$ cat src/rtl/conv_sched_pkg.sv
// rtl/conv_sched_pkg.sv - state encoding and default geometry for the conv window scheduler
package conv_sched_pkg;

  typedef enum logic [1:0] {
    IDLE = 2'd0,
    LOAD = 2'd1,
    SCAN = 2'd2,
    DONE = 2'd3
  } sched_state_e;

  localparam int DEF_IMG_W  = 20;
  localparam int DEF_IMG_H  = 20;
  localparam int DEF_K      = 5;
  localparam int DEF_ADDR_W = 13;
  localparam int DEF_DATA_W = 16;

  localparam int PIX_NUM = DEF_IMG_W * DEF_IMG_H;
  localparam int OUT_W   = DEF_IMG_W - DEF_K + 1;
  localparam int OUT_H   = DEF_IMG_H - DEF_K + 1;

endpackage

$ cat src/rtl/conv_addr_gen.sv
// rtl/conv_addr_gen.sv - r/c/kc window counters and K parallel read addresses
module conv_addr_gen
  import conv_sched_pkg::*;
#(
  parameter int IMG_W  = DEF_IMG_W,
  parameter int IMG_H  = DEF_IMG_H,
  parameter int K      = DEF_K,
  parameter int ADDR_W = DEF_ADDR_W
) (
  input  logic                  clk_i,
  input  logic                  rst_n_i,
  input  logic                  clear_i,
  input  logic                  adv_i,
  output logic [K*ADDR_W-1:0]   rd_addr_o,
  output logic                  col_last_o,
  output logic                  last_o
);

  localparam logic [ADDR_W-1:0] KC_MAX   = ADDR_W'(K - 1);
  localparam logic [ADDR_W-1:0] C_MAX    = ADDR_W'(IMG_W - K);
  localparam logic [ADDR_W-1:0] R_MAX    = ADDR_W'(IMG_H - K);
  localparam logic [ADDR_W-1:0] ROW_STEP = ADDR_W'(IMG_W);
  localparam logic [ADDR_W-1:0] ONE      = ADDR_W'(1);

  logic [ADDR_W-1:0] kc_q, kc_d;
  logic [ADDR_W-1:0] c_q, c_d;
  logic [ADDR_W-1:0] r_q, r_d;
  logic [ADDR_W-1:0] rb_q, rb_d;
  logic              col_last_q, col_last_d;
  logic              last_q, last_d;

  // Row base tracks r*IMG_W by accumulation so no runtime multiplier is needed.
  always_comb begin
    kc_d = kc_q;
    c_d  = c_q;
    r_d  = r_q;
    rb_d = rb_q;
    if (clear_i) begin
      kc_d = '0;
      c_d  = '0;
      r_d  = '0;
      rb_d = '0;
    end else if (adv_i) begin
      if (kc_q == KC_MAX) begin
        kc_d = '0;
        if (c_q == C_MAX) begin
          c_d = '0;
          if (r_q == R_MAX) begin
            r_d  = '0;
            rb_d = '0;
          end else begin
            r_d  = r_q + ONE;
            rb_d = rb_q + ROW_STEP;
          end
        end else begin
          c_d = c_q + ONE;
        end
      end else begin
        kc_d = kc_q + ONE;
      end
    end
    col_last_d = (kc_d == KC_MAX);
    last_d     = col_last_d && (c_d == C_MAX) && (r_d == R_MAX);
  end

  always_ff @(posedge clk_i) begin
    if (!rst_n_i) begin
      kc_q       <= '0;
      c_q        <= '0;
      r_q        <= '0;
      rb_q       <= '0;
      col_last_q <= 1'b0;
      last_q     <= 1'b0;
    end else begin
      kc_q       <= kc_d;
      c_q        <= c_d;
      r_q        <= r_d;
      rb_q       <= rb_d;
      col_last_q <= col_last_d;
      last_q     <= last_d;
    end
  end

  for (genvar i = 0; i < K; i++) begin : g_slice
    localparam logic [ADDR_W-1:0] OFF = ADDR_W'(i * IMG_W);
    logic [ADDR_W-1:0] a_q;
    logic [ADDR_W-1:0] a_d;

    assign a_d = rb_d + OFF + c_d + kc_d;

    always_ff @(posedge clk_i) begin
      if (!rst_n_i) a_q <= '0;
      else          a_q <= a_d;
    end

    assign rd_addr_o[i*ADDR_W +: ADDR_W] = a_q;
  end

  assign col_last_o = col_last_q;
  assign last_o     = last_q;

endmodule

$ cat src/rtl/conv_window_sched.sv
// rtl/conv_window_sched.sv - feature-map load then K-row window scan for the MAC array
module conv_window_sched
  import conv_sched_pkg::*;
#(
  parameter int IMG_W  = DEF_IMG_W,
  parameter int IMG_H  = DEF_IMG_H,
  parameter int K      = DEF_K,
  parameter int ADDR_W = DEF_ADDR_W,
  parameter int DATA_W = DEF_DATA_W
) (
  input  logic                  clk,
  input  logic                  rst_n,
  input  logic                  start,
  input  logic                  ld_valid,
  input  logic [DATA_W-1:0]     ld_data,
  output logic                  ld_ready,
  output logic                  buf_we,
  output logic [ADDR_W-1:0]     buf_wr_addr,
  output logic [DATA_W-1:0]     buf_din,
  output logic [K*ADDR_W-1:0]   buf_rd_addr,
  output logic                  win_valid,
  input  logic                  win_ready,
  output logic                  win_col_last,
  output logic                  win_last,
  output logic                  busy,
  output logic                  done
);

  localparam logic [ADDR_W-1:0] PIX_LAST = ADDR_W'(IMG_W * IMG_H - 1);
  localparam logic [ADDR_W-1:0] ONE      = ADDR_W'(1);

  sched_state_e      state_q;
  logic [ADDR_W-1:0] wr_cnt_q;
  logic              ld_ready_q;
  logic              win_valid_q;
  logic              busy_q;
  logic              done_q;

  logic ld_fire;
  logic ld_final;
  logic beat_fire;
  logic col_last_raw;
  logic last_raw;

  assign ld_fire   = ld_valid && ld_ready_q;
  assign ld_final  = ld_fire && (wr_cnt_q == PIX_LAST);
  assign beat_fire = win_valid_q && win_ready;

  always_ff @(posedge clk) begin
    if (!rst_n) begin
      state_q     <= IDLE;
      wr_cnt_q    <= '0;
      ld_ready_q  <= 1'b0;
      win_valid_q <= 1'b0;
      busy_q      <= 1'b0;
      done_q      <= 1'b0;
    end else begin
      done_q <= 1'b0;
      case (state_q)
        IDLE: begin
          if (start) begin
            state_q    <= LOAD;
            ld_ready_q <= 1'b1;
            busy_q     <= 1'b1;
            wr_cnt_q   <= '0;
          end
        end
        LOAD: begin
          if (ld_final) begin
            state_q     <= SCAN;
            ld_ready_q  <= 1'b0;
            win_valid_q <= 1'b1;
            wr_cnt_q    <= '0;
          end else if (ld_fire) begin
            wr_cnt_q <= wr_cnt_q + ONE;
          end
        end
        SCAN: begin
          if (beat_fire && last_raw) begin
            state_q     <= DONE;
            win_valid_q <= 1'b0;
            done_q      <= 1'b1;
          end
        end
        DONE: begin
          state_q <= IDLE;
          busy_q  <= 1'b0;
        end
        default: begin
          state_q <= IDLE;
        end
      endcase
    end
  end

  // The last load word clears the generator so the first window is ready as SCAN begins.
  conv_addr_gen #(
    .IMG_W  (IMG_W),
    .IMG_H  (IMG_H),
    .K      (K),
    .ADDR_W (ADDR_W)
  ) u_addr_gen (
    .clk_i      (clk),
    .rst_n_i    (rst_n),
    .clear_i    (ld_final),
    .adv_i      (beat_fire),
    .rd_addr_o  (buf_rd_addr),
    .col_last_o (col_last_raw),
    .last_o     (last_raw)
  );

  assign ld_ready     = ld_ready_q;
  assign buf_we       = ld_fire;
  assign buf_wr_addr  = ld_fire ? wr_cnt_q : '0;
  assign buf_din      = ld_fire ? ld_data : '0;
  assign win_valid    = win_valid_q;
  assign win_col_last = win_valid_q && col_last_raw;
  assign win_last     = win_valid_q && last_raw;
  assign busy         = busy_q;
  assign done         = done_q;

endmodule

$ cat config.mk
export PLATFORM = sky130hd
export DESIGN_NAME = conv_window_sched
export DESIGN_NICKNAME = d
export VERILOG_FILES = /design/src/rtl/conv_sched_pkg.sv /design/src/rtl/conv_addr_gen.sv /design/src/rtl/conv_window_sched.sv
export SDC_FILE = /design/constraint.sdc
export NUM_CORES = 1
export LEC_CHECK = 0
export ABC_AREA = 1
export CAP_MARGIN = 20
export CORE_MARGIN = 2
export CORE_UTILIZATION = 29
export CTS_CLUSTER_DIAMETER = 40
export DETAILED_ROUTE_END_ITERATION = 7
export PLACE_DENSITY = 0.53
export SYNTH_ARGS = -nofsm -noshare
export SYNTH_HDL_FRONTEND = slang
export SYNTH_HIERARCHICAL = 1
export SYNTH_SLANG_ARGS = --single-unit
$ cat constraint.sdc
create_clock -name clk -period 5.3 [get_ports clk]
set_input_delay 0.53 -clock clk [delete_from_list [all_inputs] [get_ports clk]]
set_output_delay 0.53 -clock clk [all_outputs]
set_load 0.03 [all_outputs]
==> results of run 1 <==
## cell type report
cell class | count | area (um2) | area share
repair buffers | 151 | 1430 | 0.130
flip-flops and latches | 127 | 2540 | 0.231
clock buffers | 18 | 439 | 0.0400
well taps | 390 | 488 | 0.0444
clock inverters | 14 | 214 | 0.0195
multi-input cells | 859 | 5020 | 0.457
inverters | 226 | 851 | 0.0774
## cell families after synthesis
| kind of cell | Yosys count |
|---|---|
| AO/OA/AOI/OAI | 187 |
| XOR/XNOR | 13 |
| adder cells (fa/ha/maj) | 89 |
| buffers and inverters | 262 |
| flip-flops | 127 |
| AND/OR/NAND/NOR | 570 |
## worst max-delay path, cell delays in order (launching register included)
cell and delay (ps):
sky130_fd_sc_hd__dfxtp_1 430, sky130_fd_sc_hd__ha_1 230, sky130_fd_sc_hd__nand2_1 150, sky130_fd_sc_hd__nor4_4 410, sky130_fd_sc_hd__inv_2 180, sky130_fd_sc_hd__nand2_2 160, sky130_fd_sc_hd__nand3_2 150, sky130_fd_sc_hd__clkinv_1 90
sky130_fd_sc_hd__nor2_1 60, sky130_fd_sc_hd__fa_1 490, sky130_fd_sc_hd__fa_1 530, sky130_fd_sc_hd__ha_1 230, sky130_fd_sc_hd__inv_1 100, sky130_fd_sc_hd__fa_1 440, sky130_fd_sc_hd__nor2_1 120, sky130_fd_sc_hd__o21ai_0 90
sky130_fd_sc_hd__nand2_1 90, sky130_fd_sc_hd__nand2_1 50, sky130_fd_sc_hd__inv_1 60, sky130_fd_sc_hd__nor2_1 50, sky130_fd_sc_hd__nor2_1 80, sky130_fd_sc_hd__nor2_1 90, sky130_fd_sc_hd__o31ai_1 250, sky130_fd_sc_hd__o21ai_0 110
sky130_fd_sc_hd__a21oi_1 150
## timing repair
item | CTS | global route
buffers inserted | 0 | 0
endpoints found under the setup margin | 0 | 2
resized for setup | 0 | 1
hold buffers | 0 | 0
## power breakdown
part | internal (mW) | switching (mW) | total (mW) | leakage [nW]
logic | 0.263 | 0.470 | 0.732 | 3.78
registers | 1.01 | 0.0391 | 1.05 | 1.03
clock network | 0.847 | 0.468 | 1.32 | 0.312
## routing by layer
layer  vias up  global-route usage
li1       4208                   -
met1      3699               0.224
met2       198               0.262
met3        19              0.0332
met4         0              0.0344
met5         -                   0
## how the worst min path moves through the flow
stage	from	to	slack, ps	cells past startpoint
4_1_cts	u_addr_gen/rb_q[0]$_SDFF_PN0_	u_addr_gen/rb_q[0]$_SDFF_PN0_	450	2
3_5_place_dp	u_addr_gen/rb_q[0]$_SDFF_PN0_	u_addr_gen/rb_q[0]$_SDFF_PN0_	440	2
2_1_floorplan	u_addr_gen/rb_q[0]$_SDFF_PN0_	u_addr_gen/rb_q[0]$_SDFF_PN0_	420	2
6_report	u_addr_gen/rb_q[0]$_SDFF_PN0_	u_addr_gen/rb_q[0]$_SDFF_PN0_	450	2
5_1_grt	u_addr_gen/rb_q[0]$_SDFF_PN0_	u_addr_gen/rb_q[0]$_SDFF_PN0_	470	2
3_3_place_gp	u_addr_gen/rb_q[0]$_SDFF_PN0_	u_addr_gen/rb_q[0]$_SDFF_PN0_	450	2
## registers in the layout, indices dropped and copies added, names as in the netlist
signal and cells:
u_addr_gen/kc_q 13, u_addr_gen/g_slice.a_q 54, u_addr_gen/r_q 13, ld_ready 1
done 1, u_addr_gen/col_last_o 1, state_q 2, u_addr_gen/last_o 1
u_addr_gen/c_q 13, win_valid 1, wr_cnt_q 13, u_addr_gen/rb_q 13
busy 1
## synth_stat cells (5+ instances only)
| library cell | number |
|---|---|
| sky130_fd_sc_hd__inv_1 | 213 |
| sky130_fd_sc_hd__nand2_1 | 205 |
| sky130_fd_sc_hd__nor2_1 | 196 |
| sky130_fd_sc_hd__dfxtp_1 | 127 |
| sky130_fd_sc_hd__a21oi_1 | 83 |
| sky130_fd_sc_hd__o21ai_0 | 72 |
| sky130_fd_sc_hd__nand3_1 | 71 |
| sky130_fd_sc_hd__ha_1 | 58 |
| sky130_fd_sc_hd__fa_1 | 31 |
| sky130_fd_sc_hd__nor3_1 | 24 |
| sky130_fd_sc_hd__nand4_1 | 20 |
| sky130_fd_sc_hd__clkbuf_1 | 16 |
| sky130_fd_sc_hd__buf_4 | 14 |
| sky130_fd_sc_hd__nand2_2 | 14 |
| sky130_fd_sc_hd__xor2_1 | 11 |
| sky130_fd_sc_hd__inv_2 | 9 |
| sky130_fd_sc_hd__nor2_2 | 9 |
| sky130_fd_sc_hd__nand3_2 | 8 |
| sky130_fd_sc_hd__o21a_1 | 6 |
| sky130_fd_sc_hd__buf_2 | 5 |
| sky130_fd_sc_hd__o21bai_1 | 5 |
## through the flow
step	worst slack (ps)	util	cell area, um2	hold slack [ps]	instances
final	459	0.374	11000	451	1785
after floorplan	55.1	-	8600	425	1248
after detailed placement	28.7	0.351	10300	440	1753
after global placement	136	0.351	10300	447	1753
after global routing	6.03	0.374	11000	467	1785
after CTS	412	0.373	11000	446	1785
==> metrics.txt, run 1 <==
# TYPE chip_impl_metric gauge
chip_impl_info{name="status",value="completed"} 1
chip_impl_metric{name="fmax",unit="GHz"} 0.207
chip_impl_metric{name="globalRouteOverflowTotal",unit=""} 0
chip_impl_metric{name="final_nets",unit=""} 1492
chip_impl_info{name="start_kind",value="flop"} 1
chip_impl_metric{name="power_density",unit="nW/um2"} 282
chip_impl_metric{name="post_synth_and_or_nand_nor_area_fraction",unit=""} 0.296
chip_impl_info{name="reg_to_reg_start",value="wr_cnt_q[0]$_SDFFE_PN0P_"} 1
chip_impl_info{name="setup_cp_type",value="flop to flop"} 1
chip_impl_metric{name="die_area",unit="um2"} 31000
chip_impl_info{name="cts-root-buf",value="sky130_fd_sc_hd__clkbuf_16"} 1
chip_impl_metric{name="port-buffer-count",unit=""} 121
chip_impl_metric{name="critical_path_arrival",unit="ps"} 5190
chip_impl_metric{name="die-height",unit="um"} 176
chip_impl_metric{name="clk_pin_slew",unit="ps"} 60
chip_impl_info{name="hold_class",value="flop to flop"} 1
chip_impl_metric{name="report.final.slew_viol_count",unit=""} 0
chip_impl_metric{name="finalSetupViolCount",unit=""} 0
chip_impl_metric{name="clock_tree_skew_after_final_layout",unit="ps"} 12.3
chip_impl_metric{name="critPathRequiredTime",unit="ps"} 5650
chip_impl_metric{name="critPathMaxFanout",unit=""} 6
chip_impl_metric{name="maximum_number_of_pins_on_one_net_before_global_route_repair",unit=""} 58
chip_impl_metric{name="final_antenna_net_count",unit=""} 0
chip_impl_info{name="cts_tree",value="yes"} 1
chip_impl_metric{name="synth.distinct_cells",unit=""} 44
chip_impl_metric{name="avgViaCountPerCell",unit=""} 4.55
chip_impl_info{name="highest-signal-layer",value="met4"} 1
chip_impl_metric{name="vias",unit=""} 8124
chip_impl_metric{name="grt_antenna_before_repair",unit=""} 0
chip_impl_metric{name="grt_first_pass_wirelength",unit="um"} 40200
chip_impl_metric{name="clock_latency",unit="ps"} 430
chip_impl_metric{name="synthCells",unit=""} 1248
chip_impl_metric{name="detail_route.drc_violations",unit=""} 0
chip_impl_metric{name="wl_met1",unit="um"} 12300
chip_impl_metric{name="syn2layout_area_growth",unit="%"} 27.8
chip_impl_metric{name="routabilityCongestion",unit=""} 0.870
chip_impl_metric{name="yosys.area_share.xor_xnor",unit=""} 0.0132
chip_impl_metric{name="ys_async_sr_fraction",unit=""} 0
chip_impl_metric{name="drt-initial-drc-count",unit=""} 589
chip_impl_metric{name="power.total",unit="mW"} 3.10
chip_impl_metric{name="syn_nets",unit=""} 1358
chip_impl_metric{name="drv_cap",unit=""} 0
chip_impl_metric{name="syn-cell-area",unit="um2"} 8600
chip_impl_metric{name="synth_compound_area_frac",unit=""} 0.117
chip_impl_metric{name="std_cell_rows",unit=""} 63
chip_impl_metric{name="synth.avg_cell_area",unit="um2"} 6.89
chip_impl_metric{name="finalCriticalPeriod",unit="ps"} 4840
chip_impl_metric{name="routed-wl-met2",unit="um"} 10800
chip_impl_metric{name="power_leakage",unit="nW"} 5.12
chip_impl_metric{name="die_w",unit="um"} 176
chip_impl_metric{name="vias_in_the_first_global_route",unit=""} 7772
chip_impl_metric{name="dp_hpwl",unit="um"} 19200
chip_impl_metric{name="pin_count",unit=""} 122
chip_impl_metric{name="routed_wire_length_per_instance",unit="um"} 13.8
chip_impl_info{name="synth.area.top_cells",value="sky130_fd_sc_hd__dfxtp_1 30%, sky130_fd_sc_hd__inv_1 9.3%, sky130_fd_sc_hd__nand2_1 9.0%, sky130_fd_sc_hd__nor2_1 8.6%, sky130_fd_sc_hd__ha_1 8.4%"} 1
chip_impl_metric{name="drt_first_pass_iters",unit=""} 5
chip_impl_metric{name="number_of_buffers_created_by_cts",unit=""} 17
chip_impl_metric{name="worst_slew_margin_rel",unit=""} 0.539
chip_impl_metric{name="h_tree_level_count",unit=""} 4
chip_impl_metric{name="yosys_reg_bits",unit=""} 127
chip_impl_metric{name="worst_r2r_path_depth",unit=""} 24
chip_impl_info{name="postSynth.topFlopCell",value="sky130_fd_sc_hd__dfxtp_1"} 1
chip_impl_metric{name="design.core.area",unit="um2"} 29400
chip_impl_metric{name="drive_above_1_share",unit=""} 0.0867
chip_impl_metric{name="post_synth_fa_ha_maj_area_fraction",unit=""} 0.157
chip_impl_metric{name="wirelength",unit="um"} 24600
chip_impl_metric{name="ys_seq_area_frac",unit=""} 0.296
chip_impl_info{name="worst_setup_path_startpoint",value="wr_cnt_q[0]$_SDFFE_PN0P_"} 1
chip_impl_info{name="grt_setup_unrepaired",value="no"} 1
chip_impl_metric{name="fill_cells",unit=""} 3135
chip_impl_metric{name="yosys_warnings",unit=""} 6
chip_impl_metric{name="yosysTopAreaCellShare",unit=""} 0.296
chip_impl_metric{name="post_synth_mux_area_share",unit=""} 0
chip_impl_metric{name="cts_buffer_depth",unit=""} 2
chip_impl_info{name="critical_path.reg2reg.endpoint",value="u_addr_gen/g_slice[1].a_q[10]$_SDFF_PN0_"} 1
chip_impl_info{name="synth_top_area_cell",value="sky130_fd_sc_hd__dfxtp_1"} 1
chip_impl_info{name="timing.critical_path.to",value="u_addr_gen/g_slice[1].a_q[10]$_SDFF_PN0_"} 1
chip_impl_info{name="mostFrequentLayoutCells",value="213 x sky130_fd_sc_hd__inv_1, 205 x sky130_fd_sc_hd__nand2_1, 196 x sky130_fd_sc_hd__nor2_1, 127 x sky130_fd_sc_hd__dfxtp_1, 120 x sky130_fd_sc_hd__clkdlybuf4s50_1"} 1
chip_impl_metric{name="floorplan.initialDensity",unit=""} 0.292
chip_impl_info{name="final_common_cell",value="sky130_fd_sc_hd__inv_1"} 1
chip_impl_metric{name="synth-edff-count",unit=""} 0
chip_impl_metric{name="worst_ir_drop_vdd",unit="mV"} 0.194
chip_impl_metric{name="insertedDiodeCount",unit=""} 0
chip_impl_metric{name="fin_setup_tns",unit="ps"} 0
chip_impl_metric{name="layout_worst_path_cycle_share",unit=""} 0.913
chip_impl_metric{name="grt.total_usage",unit=""} 0.163
chip_impl_metric{name="worstMarginPinSlew",unit="ps"} 684
chip_impl_metric{name="routed_wl_met3",unit="um"} 1210
chip_impl_info{name="setup.worst_path.end_class",value="flop"} 1
chip_impl_metric{name="numClockSinks",unit=""} 127
chip_impl_metric{name="timing_hold_violations_final",unit=""} 0
chip_impl_info{name="largest_family_of_logic_cells_by_synthesized_area",value="simple AND/OR/NAND/NOR gates"} 1
chip_impl_metric{name="timing.reg2reg.setup_slack",unit="ps"} 460
No activity file was read; power rests on OpenSTA's default activity.
==> inputs of run 2 (changes only) <==
- CORE_UTILIZATION: 29 -> 50
- PLACE_DENSITY: 0.53 -> 0.8
==> run 2 against run 1 <==
Effect of this change:
- sequential power hardly changed
- highest routed layer unchanged
- clock-buffer cell count is 4 higher
- total power is 5.1% lower
- maximum frequency hardly changed
- flip-flop and latch count unchanged
- design area decreased by 3.4%
==> metrics.txt, run 2 (synthesis results as in run 1) <==
# TYPE chip_impl_metric gauge
chip_impl_info{name="status",value="completed"} 1
chip_impl_metric{name="final_nets",unit=""} 1480
chip_impl_info{name="grt_setup_unrepaired",value="no"} 1
chip_impl_metric{name="finalSetupViolCount",unit=""} 0
chip_impl_metric{name="worst_r2r_path_depth",unit=""} 27
chip_impl_metric{name="dp_hpwl",unit="um"} 17500
chip_impl_metric{name="post_layout_utilization_of_the_core",unit=""} 0.636
chip_impl_info{name="final_common_cell",value="sky130_fd_sc_hd__inv_1"} 1
chip_impl_metric{name="report.final.slew_viol_count",unit=""} 0
chip_impl_metric{name="clock_tree_skew_after_final_layout",unit="ps"} 8.72
chip_impl_metric{name="vias",unit=""} 8419
chip_impl_info{name="setup.worst_path.end_class",value="flop"} 1
chip_impl_metric{name="drt-initial-drc-count",unit=""} 656
chip_impl_metric{name="critPathMaxFanout",unit=""} 7
chip_impl_metric{name="vias_in_the_first_global_route",unit=""} 7864
chip_impl_metric{name="power_density",unit="nW/um2"} 277
chip_impl_metric{name="insertedDiodeCount",unit=""} 0
chip_impl_info{name="reg_to_reg_start",value="wr_cnt_q[0]$_SDFFE_PN0P_"} 1
chip_impl_metric{name="die_area",unit="um2"} 18300
chip_impl_metric{name="largest_register_ff_count",unit=""} 54
chip_impl_metric{name="fmax",unit="GHz"} 0.207
chip_impl_metric{name="grt.total_usage",unit=""} 0.259
chip_impl_metric{name="power_leakage",unit="nW"} 5.03
chip_impl_metric{name="grt_antenna_before_repair",unit=""} 0
chip_impl_metric{name="drive_above_1_share",unit=""} 0.0774
chip_impl_metric{name="fin_setup_tns",unit="ps"} 0
chip_impl_metric{name="detail_route.drc_violations",unit=""} 0
chip_impl_metric{name="pin_count",unit=""} 122
chip_impl_metric{name="routabilityCongestion",unit=""} 0.946
chip_impl_metric{name="drt_first_pass_iters",unit=""} 7
chip_impl_metric{name="post-cts-setup-buffer-count",unit=""} 0
chip_impl_info{name="top_register",value="u_addr_gen/g_slice.a_q"} 1
chip_impl_info{name="end_of_the_worst_hold_path",value="u_addr_gen/rb_q[1]$_SDFF_PN0_"} 1
chip_impl_info{name="cts-root-buf",value="sky130_fd_sc_hd__clkbuf_16"} 1
chip_impl_metric{name="maximum_number_of_pins_on_one_net_before_global_route_repair",unit=""} 61
chip_impl_info{name="setup_cp_type",value="flop to flop"} 1
chip_impl_metric{name="routed_wire_length_per_instance",unit="um"} 14.4
chip_impl_metric{name="floorplan.initialDensity",unit=""} 0.515
chip_impl_metric{name="worst_ir_drop_vdd",unit="mV"} 0.240
chip_impl_metric{name="layout_worst_path_cycle_share",unit=""} 0.913
chip_impl_metric{name="die-height",unit="um"} 135
chip_impl_metric{name="globalRouteOverflowTotal",unit=""} 0
chip_impl_metric{name="cts_buffer_depth",unit=""} 2
chip_impl_metric{name="timing_hold_violations_final",unit=""} 0
chip_impl_metric{name="cts.hold.buffers_added",unit=""} 0
chip_impl_metric{name="avgViaCountPerCell",unit=""} 5.25
chip_impl_metric{name="numClockSinks",unit=""} 127
chip_impl_metric{name="clk_pin_slew",unit="ps"} 60
chip_impl_info{name="hold_path.startpoint",value="u_addr_gen/rb_q[1]$_SDFF_PN0_"} 1
chip_impl_metric{name="finalCriticalPeriod",unit="ps"} 4840
chip_impl_metric{name="number_of_buffers_created_by_cts",unit=""} 17
chip_impl_metric{name="die_w",unit="um"} 135
chip_impl_info{name="start_kind",value="flop"} 1
chip_impl_metric{name="critical_path_arrival",unit="ps"} 5200
chip_impl_metric{name="timing.reg2reg.setup_slack",unit="ps"} 460
chip_impl_metric{name="h_tree_level_count",unit=""} 4
chip_impl_metric{name="std_cell_rows",unit=""} 47
chip_impl_info{name="mostFrequentLayoutCells",value="213 x sky130_fd_sc_hd__inv_1, 205 x sky130_fd_sc_hd__nand2_1, 196 x sky130_fd_sc_hd__nor2_1, 127 x sky130_fd_sc_hd__dfxtp_1, 120 x sky130_fd_sc_hd__clkdlybuf4s50_1"} 1
chip_impl_metric{name="clock_latency",unit="ps"} 430
chip_impl_metric{name="worstMarginPinSlew",unit="ps"} 731
chip_impl_metric{name="drv_cap",unit=""} 0
chip_impl_metric{name="design.core.area",unit="um2"} 16700
chip_impl_metric{name="hold_path_depth",unit=""} 2
chip_impl_info{name="critical_path.reg2reg.endpoint",value="u_addr_gen/g_slice[4].a_q[12]$_SDFF_PN0_"} 1
chip_impl_info{name="cts_tree",value="yes"} 1
chip_impl_metric{name="port-buffer-count",unit=""} 121
chip_impl_metric{name="grt_first_pass_wirelength",unit="um"} 37600
chip_impl_metric{name="critPathRequiredTime",unit="ps"} 5670
chip_impl_metric{name="final_antenna_net_count",unit=""} 0
chip_impl_metric{name="syn2layout_area_growth",unit="%"} 23.5
chip_impl_info{name="hold_class",value="flop to flop"} 1
chip_impl_metric{name="worst_slew_margin_rel",unit=""} 0.507
chip_impl_metric{name="wirelength",unit="um"} 23100
-- run 2: changes by cell type in the layout (fill, tap and decap cells not counted) --
| cell | previous run | this run |
|---|---|---|
| sky130_fd_sc_hd__bufinv_16 | 5 | 2 |
| sky130_fd_sc_hd__clkinv_2 | 3 | 4 |
| sky130_fd_sc_hd__clkbuf_8 | 1 | 3 |
| sky130_fd_sc_hd__clkbuf_1 | 0 | 2 |
| sky130_fd_sc_hd__inv_6 | 1 | 0 |
| sky130_fd_sc_hd__clkinv_4 | 2 | 1 |
| sky130_fd_sc_hd__buf_4 | 30 | 18 |
-- run 2: how the worst max path moves through the flow --
stage	end	slack (ps)	startpoint
after floorplan	u_addr_gen/g_slice[1].a_q[10]$_SDFF_PN0_	60	ld_ready$_SDFFE_PN0P_
after global placement	u_addr_gen/g_slice[4].a_q[12]$_SDFF_PN0_	240	ld_valid
after detailed placement	u_addr_gen/g_slice[4].a_q[12]$_SDFF_PN0_	150	ld_valid
after CTS	u_addr_gen/g_slice[4].a_q[12]$_SDFF_PN0_	460	wr_cnt_q[0]$_SDFFE_PN0P_
after global routing	u_addr_gen/g_slice[4].a_q[12]$_SDFF_PN0_	50	u_addr_gen/kc_q[0]$_SDFF_PN0_
final	u_addr_gen/g_slice[4].a_q[12]$_SDFF_PN0_	460	wr_cnt_q[0]$_SDFFE_PN0P_
-- run 2: timing repair --
| item | in CTS | in global routing |
|---|---|---|
| setup endpoints to repair | 0 | 1 |
| gates resized for setup | 0 | 1 |
| hold endpoints to repair | 0 | 0 |
-- run 2: final cells by class --
cell class	count	area, um2
inverter	226	851
timing repair buffer	139	1340
multi-input combinational	859	5020
tap	220	275
clock inverter	10	111
clock buffer	22	474
sequential	127	2540
fill	1479	6080
-- run 2: critical path: stages (launching register included) --
cell and delay [ps]:
sky130_fd_sc_hd__dfxtp_1 420, sky130_fd_sc_hd__ha_1 220, sky130_fd_sc_hd__nand2_1 140, sky130_fd_sc_hd__nor4_4 390, sky130_fd_sc_hd__inv_2 180, sky130_fd_sc_hd__nand2_2 170, sky130_fd_sc_hd__nand2_4 100, sky130_fd_sc_hd__o21ai_0 90
sky130_fd_sc_hd__nor2_1 70, sky130_fd_sc_hd__inv_1 130, sky130_fd_sc_hd__fa_1 460, sky130_fd_sc_hd__inv_1 80, sky130_fd_sc_hd__ha_1 240, sky130_fd_sc_hd__ha_1 240, sky130_fd_sc_hd__fa_1 390, sky130_fd_sc_hd__nand2_1 80
sky130_fd_sc_hd__inv_1 50, sky130_fd_sc_hd__nor2_1 130, sky130_fd_sc_hd__nor2_1 60, sky130_fd_sc_hd__nor2_1 150, sky130_fd_sc_hd__o21ai_0 140, sky130_fd_sc_hd__nand2_1 90, sky130_fd_sc_hd__nand2_1 70, sky130_fd_sc_hd__a21oi_1 240
sky130_fd_sc_hd__o21ai_0 170, sky130_fd_sc_hd__nand3_1 110, sky130_fd_sc_hd__nand2_1 50, sky130_fd_sc_hd__nor2_1 90
-- run 2: metrics by stage --
step	instance area (um2)	setup WS (ps)	power (mW)	hold WS (ps)	instances
6_report	10600	463	2.94	472	1603
5_1_grt	10600	48.4	3.07	490	1603
4_1_cts	10600	460	2.95	472	1603
3_5_place_dp	10000	149	1.79	461	1571
3_3_place_gp	10000	239	1.78	434	1571
2_1_floorplan	8600	55.1	1.56	425	1248
-- run 2: power by group --
group,switching [mW],internal (mW),total [mW],leakage (nW)
logic,0.468,0.259,0.727,3.72
clock network,0.434,0.725,1.16,0.282
registers,0.0408,1.01,1.05,1.03
-- run 2: routing by layer --
layer	wire length (um)	share of wire	vias to the layer above	track usage
met1	9860	0.43	3826	0.328
met2	10600	0.46	341	0.423
met5	0	0	-	0
li1	-	-	4194	-
met4	678	0.029	0	0.104
met3	1960	0.085	58	0.0642
==> inputs of run 3 (changes only) <==
- TNS_END_PERCENT: not set -> 1
==> results of run 3 <==
Same layout as run 2: the final DEF is identical, and so are final timing and power.
